--- config.mk ---
export PLATFORM = sky130hd
export DESIGN_NAME = vga_sync_gen
export DESIGN_NICKNAME = d
export VERILOG_FILES = /design/src/rtl/vga_pkg.sv /design/src/rtl/pixel_tick_gen.sv /design/src/rtl/vga_sync_gen.sv
export SDC_FILE = /design/constraint.sdc
export NUM_CORES = 1
export LEC_CHECK = 0
export CAP_MARGIN = 5
export CORE_UTILIZATION = 41
export CTS_CLUSTER_SIZE = 40
export DETAILED_ROUTE_END_ITERATION = 6
export PLACE_DENSITY_LB_ADDON = 0.3
export SKIP_CTS_REPAIR_TIMING = 1
export SLEW_MARGIN = 20
export SYNTH_ARGS = -nofsm -noshare
export SYNTH_HDL_FRONTEND = slang
export SYNTH_SLANG_ARGS = --single-unit
--- constraint.sdc ---
create_clock -name clk -period 1.5 [get_ports clk]
set_input_delay 0.15 -clock clk [delete_from_list [all_inputs] [get_ports clk]]
set_output_delay 0.15 -clock clk [all_outputs]
set_load 0.005 [all_outputs]
--- src/rtl/vga_pkg.sv ---
// Shared VGA timing defaults and coordinate/colour types for the sync generator.
package vga_pkg;

    localparam int unsigned DEF_CLK_DIV   = 4;
    localparam int unsigned DEF_H_DISPLAY = 640;
    localparam int unsigned DEF_H_FP      = 16;
    localparam int unsigned DEF_H_SYNC    = 96;
    localparam int unsigned DEF_H_BP      = 48;
    localparam int unsigned DEF_V_DISPLAY = 480;
    localparam int unsigned DEF_V_FP      = 10;
    localparam int unsigned DEF_V_SYNC    = 2;
    localparam int unsigned DEF_V_BP      = 33;

    typedef logic [11:0] rgb_t;
    typedef logic [10:0] coord_t;

    // Inclusive unsigned window test used by the sync decodes.
    function automatic logic in_range(input coord_t v, input coord_t lo, input coord_t hi);
        return (v >= lo) && (v <= hi);
    endfunction

endpackage

--- src/rtl/pixel_tick_gen.sv ---
// Mod-CLK_DIV counter; tick is high on the last count, giving a one-clock pixel enable.
module pixel_tick_gen #(
    parameter int unsigned CLK_DIV = 4
) (
    input  logic clk,
    input  logic reset_n,
    output logic tick
);

    localparam int unsigned CNT_W = (CLK_DIV > 1) ? $clog2(CLK_DIV) : 1;
    localparam logic [CNT_W-1:0] CNT_LAST = CNT_W'(CLK_DIV - 1);

    logic [CNT_W-1:0] r_div;

    always_ff @(posedge clk) begin
        if (!reset_n) begin
            r_div <= '0;
        end else if (r_div == CNT_LAST) begin
            r_div <= '0;
        end else begin
            r_div <= r_div + CNT_W'(1);
        end
    end

    assign tick = (r_div == CNT_LAST);

endmodule

--- src/rtl/vga_sync_gen.sv ---
// VGA raster timing, sync decode and blanked colour output stage.
// Optional macro VGA_SYNC_ALIGN_EN registers hsync/vsync/video_on by one pixel to line up with rgb_out.
module vga_sync_gen
    import vga_pkg::*;
#(
    parameter int unsigned CLK_DIV   = DEF_CLK_DIV,
    parameter int unsigned H_DISPLAY = DEF_H_DISPLAY,
    parameter int unsigned H_FP      = DEF_H_FP,
    parameter int unsigned H_SYNC    = DEF_H_SYNC,
    parameter int unsigned H_BP      = DEF_H_BP,
    parameter int unsigned V_DISPLAY = DEF_V_DISPLAY,
    parameter int unsigned V_FP      = DEF_V_FP,
    parameter int unsigned V_SYNC    = DEF_V_SYNC,
    parameter int unsigned V_BP      = DEF_V_BP
) (
    input  logic   clk,
    input  logic   reset_n,
    input  rgb_t   rgb_in,
    output coord_t x,
    output coord_t y,
    output logic   p_tick,
    output logic   video_on,
    output logic   hsync,
    output logic   vsync,
    output logic   frame_start,
    output rgb_t   rgb_out
);

    localparam int unsigned H_TOTAL = H_DISPLAY + H_FP + H_SYNC + H_BP;
    localparam int unsigned V_TOTAL = V_DISPLAY + V_FP + V_SYNC + V_BP;

    localparam coord_t H_LAST   = coord_t'(H_TOTAL - 1);
    localparam coord_t V_LAST   = coord_t'(V_TOTAL - 1);
    localparam coord_t H_VIS    = coord_t'(H_DISPLAY);
    localparam coord_t V_VIS    = coord_t'(V_DISPLAY);
    localparam coord_t HS_START = coord_t'(H_DISPLAY + H_FP);
    localparam coord_t HS_END   = coord_t'(H_DISPLAY + H_FP + H_SYNC - 1);
    localparam coord_t VS_START = coord_t'(V_DISPLAY + V_FP);
    localparam coord_t VS_END   = coord_t'(V_DISPLAY + V_FP + V_SYNC - 1);

    logic   w_tick;
    logic   w_x_wrap;
    logic   w_y_wrap;
    logic   w_video_on;
    logic   w_hsync;
    logic   w_vsync;
    coord_t r_x;
    coord_t r_y;
    rgb_t   r_rgb;

    pixel_tick_gen #(
        .CLK_DIV (CLK_DIV)
    ) u_pixel_tick_gen (
        .clk     (clk),
        .reset_n (reset_n),
        .tick    (w_tick)
    );

    assign w_x_wrap = (r_x == H_LAST);
    assign w_y_wrap = (r_y == V_LAST);

    // y only moves on the pixel where x wraps, so both wrap together at frame end.
    always_ff @(posedge clk) begin
        if (!reset_n) begin
            r_x <= '0;
            r_y <= '0;
        end else if (w_tick) begin
            if (w_x_wrap) begin
                r_x <= '0;
                r_y <= w_y_wrap ? '0 : r_y + 11'd1;
            end else begin
                r_x <= r_x + 11'd1;
            end
        end
    end

    assign w_video_on = (r_x < H_VIS) && (r_y < V_VIS);
    assign w_hsync    = !in_range(r_x, HS_START, HS_END);
    assign w_vsync    = !in_range(r_y, VS_START, VS_END);

    // Blanking uses the undelayed decode so the sampled colour matches the pixel it belongs to.
    always_ff @(posedge clk) begin
        if (!reset_n) begin
            r_rgb <= '0;
        end else if (w_tick) begin
            r_rgb <= w_video_on ? rgb_in : rgb_t'(0);
        end
    end

`ifdef VGA_SYNC_ALIGN_EN
    logic r_hsync;
    logic r_vsync;
    logic r_video_on;

    always_ff @(posedge clk) begin
        if (!reset_n) begin
            r_hsync    <= 1'b1;
            r_vsync    <= 1'b1;
            r_video_on <= 1'b0;
        end else if (w_tick) begin
            r_hsync    <= w_hsync;
            r_vsync    <= w_vsync;
            r_video_on <= w_video_on;
        end
    end

    assign hsync    = r_hsync;
    assign vsync    = r_vsync;
    assign video_on = r_video_on;
`else
    assign hsync    = w_hsync;
    assign vsync    = w_vsync;
    assign video_on = w_video_on;
`endif

    assign x           = r_x;
    assign y           = r_y;
    assign p_tick      = w_tick;
    assign frame_start = w_tick && w_x_wrap && w_y_wrap;
    assign rgb_out     = r_rgb;

endmodule

==> flow_summary.ini <==
[critical_path]
reg2reg_depth = 7
crit_required_ns = 1.35
cp-startpoint = y[1]$_SDFFE_PN0P_
crit_type = flip-flop to output port
worstPathArrival_ns = 1.57
reg2reg_from = y[1]$_SDFFE_PN0P_
reg2reg_to = y[8]$_SDFFE_PN0P_
cp_max_fo = 2
end_kind = output port
reg2reg_slack_ns = -0.14
cp-start-kind = flip-flop
crit_end = vsync

[die]
dieArea_um2 = 4355
start_util = 0.4420
rows = 22
die_h_um = 66.00
io_pins = 53
die_x_um = 66.00
core_um2 = 3799

[cts]
cts_tree = yes
ctsHtreeMaxLevel = 2
clk_path_buf_depth = 2
numCtsBuffers = 5
clkLatencyLatePin_ns = 0.29
clkSlewWorstSetupHoldPaths_ns = 0.07
root_buffer = clkbuf_8
cts.sinks = 36

[global_routing]
grt_start_max_net_pins = 14
grt_pass1_wl_um = 7141
overflow = 0
grtUsageTotal = 0.2166
antenna_found_initial = 0
grt_pass1_vias = 1602

[sta]
rsz0062_at_grt = yes
skew_ns = 0.01132
holdWs_ns = 0.4473
finalMaxSlewViolations = 0
fin_crit_ns = 1.720
worst_pin_slew_ns = 0.3024
finalHoldViolCount = 0
timing.final.ws_setup_ns = -0.2199
fin_crit_sh = 1.147
setup_viol = 8
slew_headroom = 0.7965
fin_tns_setup_ns = -0.6813
max_freq_mhz = 581.4

[power]
p_leak_nw = 1.159
p_per_area_nw_per_um2 = 644.2
p_clk_frac = 0.383
p_sw_uw = 438.4
combPwrFrac = 0.093
vdd_drop_max_mv = 0.5105
switching_share = 0.2309
seq_power_share = 0.524
p_int_mw = 1.460

[worst_hold_path]
holdCritPathClass = input pin to flip-flop

[finish]
nNetsFinal = 303
mostFrequentLayoutCells = 45 x clkdlybuf4s50_1, 43 x buf_4, 19 x dfxtp_2, 16 x dfxtp_1, 14 x nor2_1
drive_gt1_frac = 0.3916
fin_cells = 334
diodes = 0
area_growth_pct = 75.48
fin_area_um2 = 2947
mostFrequentLayoutCell = clkdlybuf4s50_1
final_util = 0.7757

[placement]
dpl_cell_area_um2 = 2579
placed_cells = 316
place_congestion = 0.9391
io_buffers = 52
dpl.hpwl_um = 3372

[job]
maxCapViolCount = 0

[synth]
syn_area_um2 = 1679
synth-seq-area-share = 0.4292
yosysTopAreaCellShare = 0.4292
synth_cells = 179
synth_fp_nets = 197
synth.ff_latch_count = 36
synth_top_cell_by_area = dfxtp_1
yosysWarnings = 0
syn_avg_cell_area_um2 = 9.381
synth_area_leaders = dfxtp_1 43%, a22o_1 6.3%, xnor2_1 3.7%
ys_types = 43

[detailed_routing]
drt_first_pass_iters = 4
wirelength_um = 5477
via_count = 1845
ant_nets = 0
avgViaCountPerCell = 5.524
route.detailed.drc = 0
first_iter_violations = 120
wl_per_cell_um = 16.40

[outcome]
status = complete, but fails checks
violations = negative setup slack
==> sequential cells by signal (all words and copies together), names as in the netlist <==
signal and count:
rgb_out 12, u_pixel_tick_gen.r_div 2, x 11, y 11
==> power by group through the flow <==
stage / sequential [mW] / clock (mW) / combinational [mW]
4_1_cts: 0.990 / 0.731 / 0.161
5_1_grt: 0.996 / 0.767 / 0.192
3_5_place_dp: 1.01 / 0 / 0.160
3_3_place_gp: 1.01 / 0 / 0.156
6_report: 0.995 / 0.727 / 0.177
2_1_floorplan: 1.01 / 0 / 0.0563
==> cell usage after synthesis, drive strengths merged <==
master / number
a21oi: 2
a22o: 12
a2bb2oi: 1
a31oi: 5
a32oi: 1
a41oi: 1
and2: 2
and3: 4
and4b: 1
and4bb: 3
buf: 5
clkbuf: 3
dfxtp: 36
ha: 4
inv: 4
nand2: 14
nand2b: 1
nand3: 10
nand3b: 3
nand4: 7
nand4b: 1
nor2: 14
nor3: 5
nor3b: 1
nor4: 3
nor4b: 1
nor4bb: 2
o211ai: 3
o21ai: 7
o311ai: 1
o31a: 1
o31ai: 4
o41ai: 1
or2: 3
or3: 1
or4b: 1
xnor2: 7
xor2: 4
==> logic make-up after synthesis <==
group                    count (synthesis)  synth area share
AND/OR/NAND/NOR                         77            0.2824
flip-flops                              36            0.4292
adder cells (fa/ha/maj)                  4           0.02981
AO/OA/AOI/OAI                           39            0.1706
buffers and inverters                   12           0.03055
XOR/XNOR                                11           0.05738
==> worst min path at each step <==
stage / from / endpoint / slack [ns] / cells past startpoint
after floorplan: rgb_in[0] / rgb_out[0]$_SDFFE_PN0P_ / 0.28 / 1
after global placement: u_pixel_tick_gen.r_div[0]$_SDFF_PP0_ / u_pixel_tick_gen.r_div[0]$_SDFF_PP0_ / 0.41 / 1
after detailed placement: u_pixel_tick_gen.r_div[0]$_SDFF_PP0_ / u_pixel_tick_gen.r_div[0]$_SDFF_PP0_ / 0.43 / 1
after CTS: u_pixel_tick_gen.r_div[0]$_SDFF_PP0_ / u_pixel_tick_gen.r_div[0]$_SDFF_PP0_ / 0.44 / 1
after global routing: rgb_in[2] / rgb_out[2]$_SDFFE_PN0P_ / 0.46 / 2
final: rgb_in[9] / rgb_out[9]$_SDFFE_PN0P_ / 0.45 / 2
==> per-stage QoR <==
step | worst slack [ns] | power (mW)
3_5_place_dp | -0.2987 | 1.171
3_3_place_gp | -0.2867 | 1.167
5_1_grt | -0.2577 | 1.955
6_report | -0.2199 | 1.898
2_1_floorplan | 0.01775 | 1.070
4_1_cts | -0.6207 | 1.883
==> layout make-up <==
class                      instances  area (um^2)
multi-input combinational        132         1075
sequential                        36        748.2
tap                               48        60.06
fill                             263        852.1
clock buffer                       7        86.33
timing repair buffer             106        954.7
clock inverter                     1        7.507
inverter                           4        15.01
==> layer usage <==
metal | vias to the layer above | global-route usage | share of wire
met4 | 0 | 0.1037 | 0.016
met1 | 870 | 0.2669 | 0.43
met5 | - | 0 | 0
met2 | 74 | 0.3648 | 0.50
met3 | 12 | 0.03448 | 0.056
li1 | 889 | - | -
==> critical path, cell delays in order, from the launching register on <==
cell and delay, ns:
dfxtp_2 0.34, inv_2 0.04, or4b_1 0.48, or3_1 0.31
clkbuf_2 0.12
Note: power is estimated with default switching activity, not from simulation.
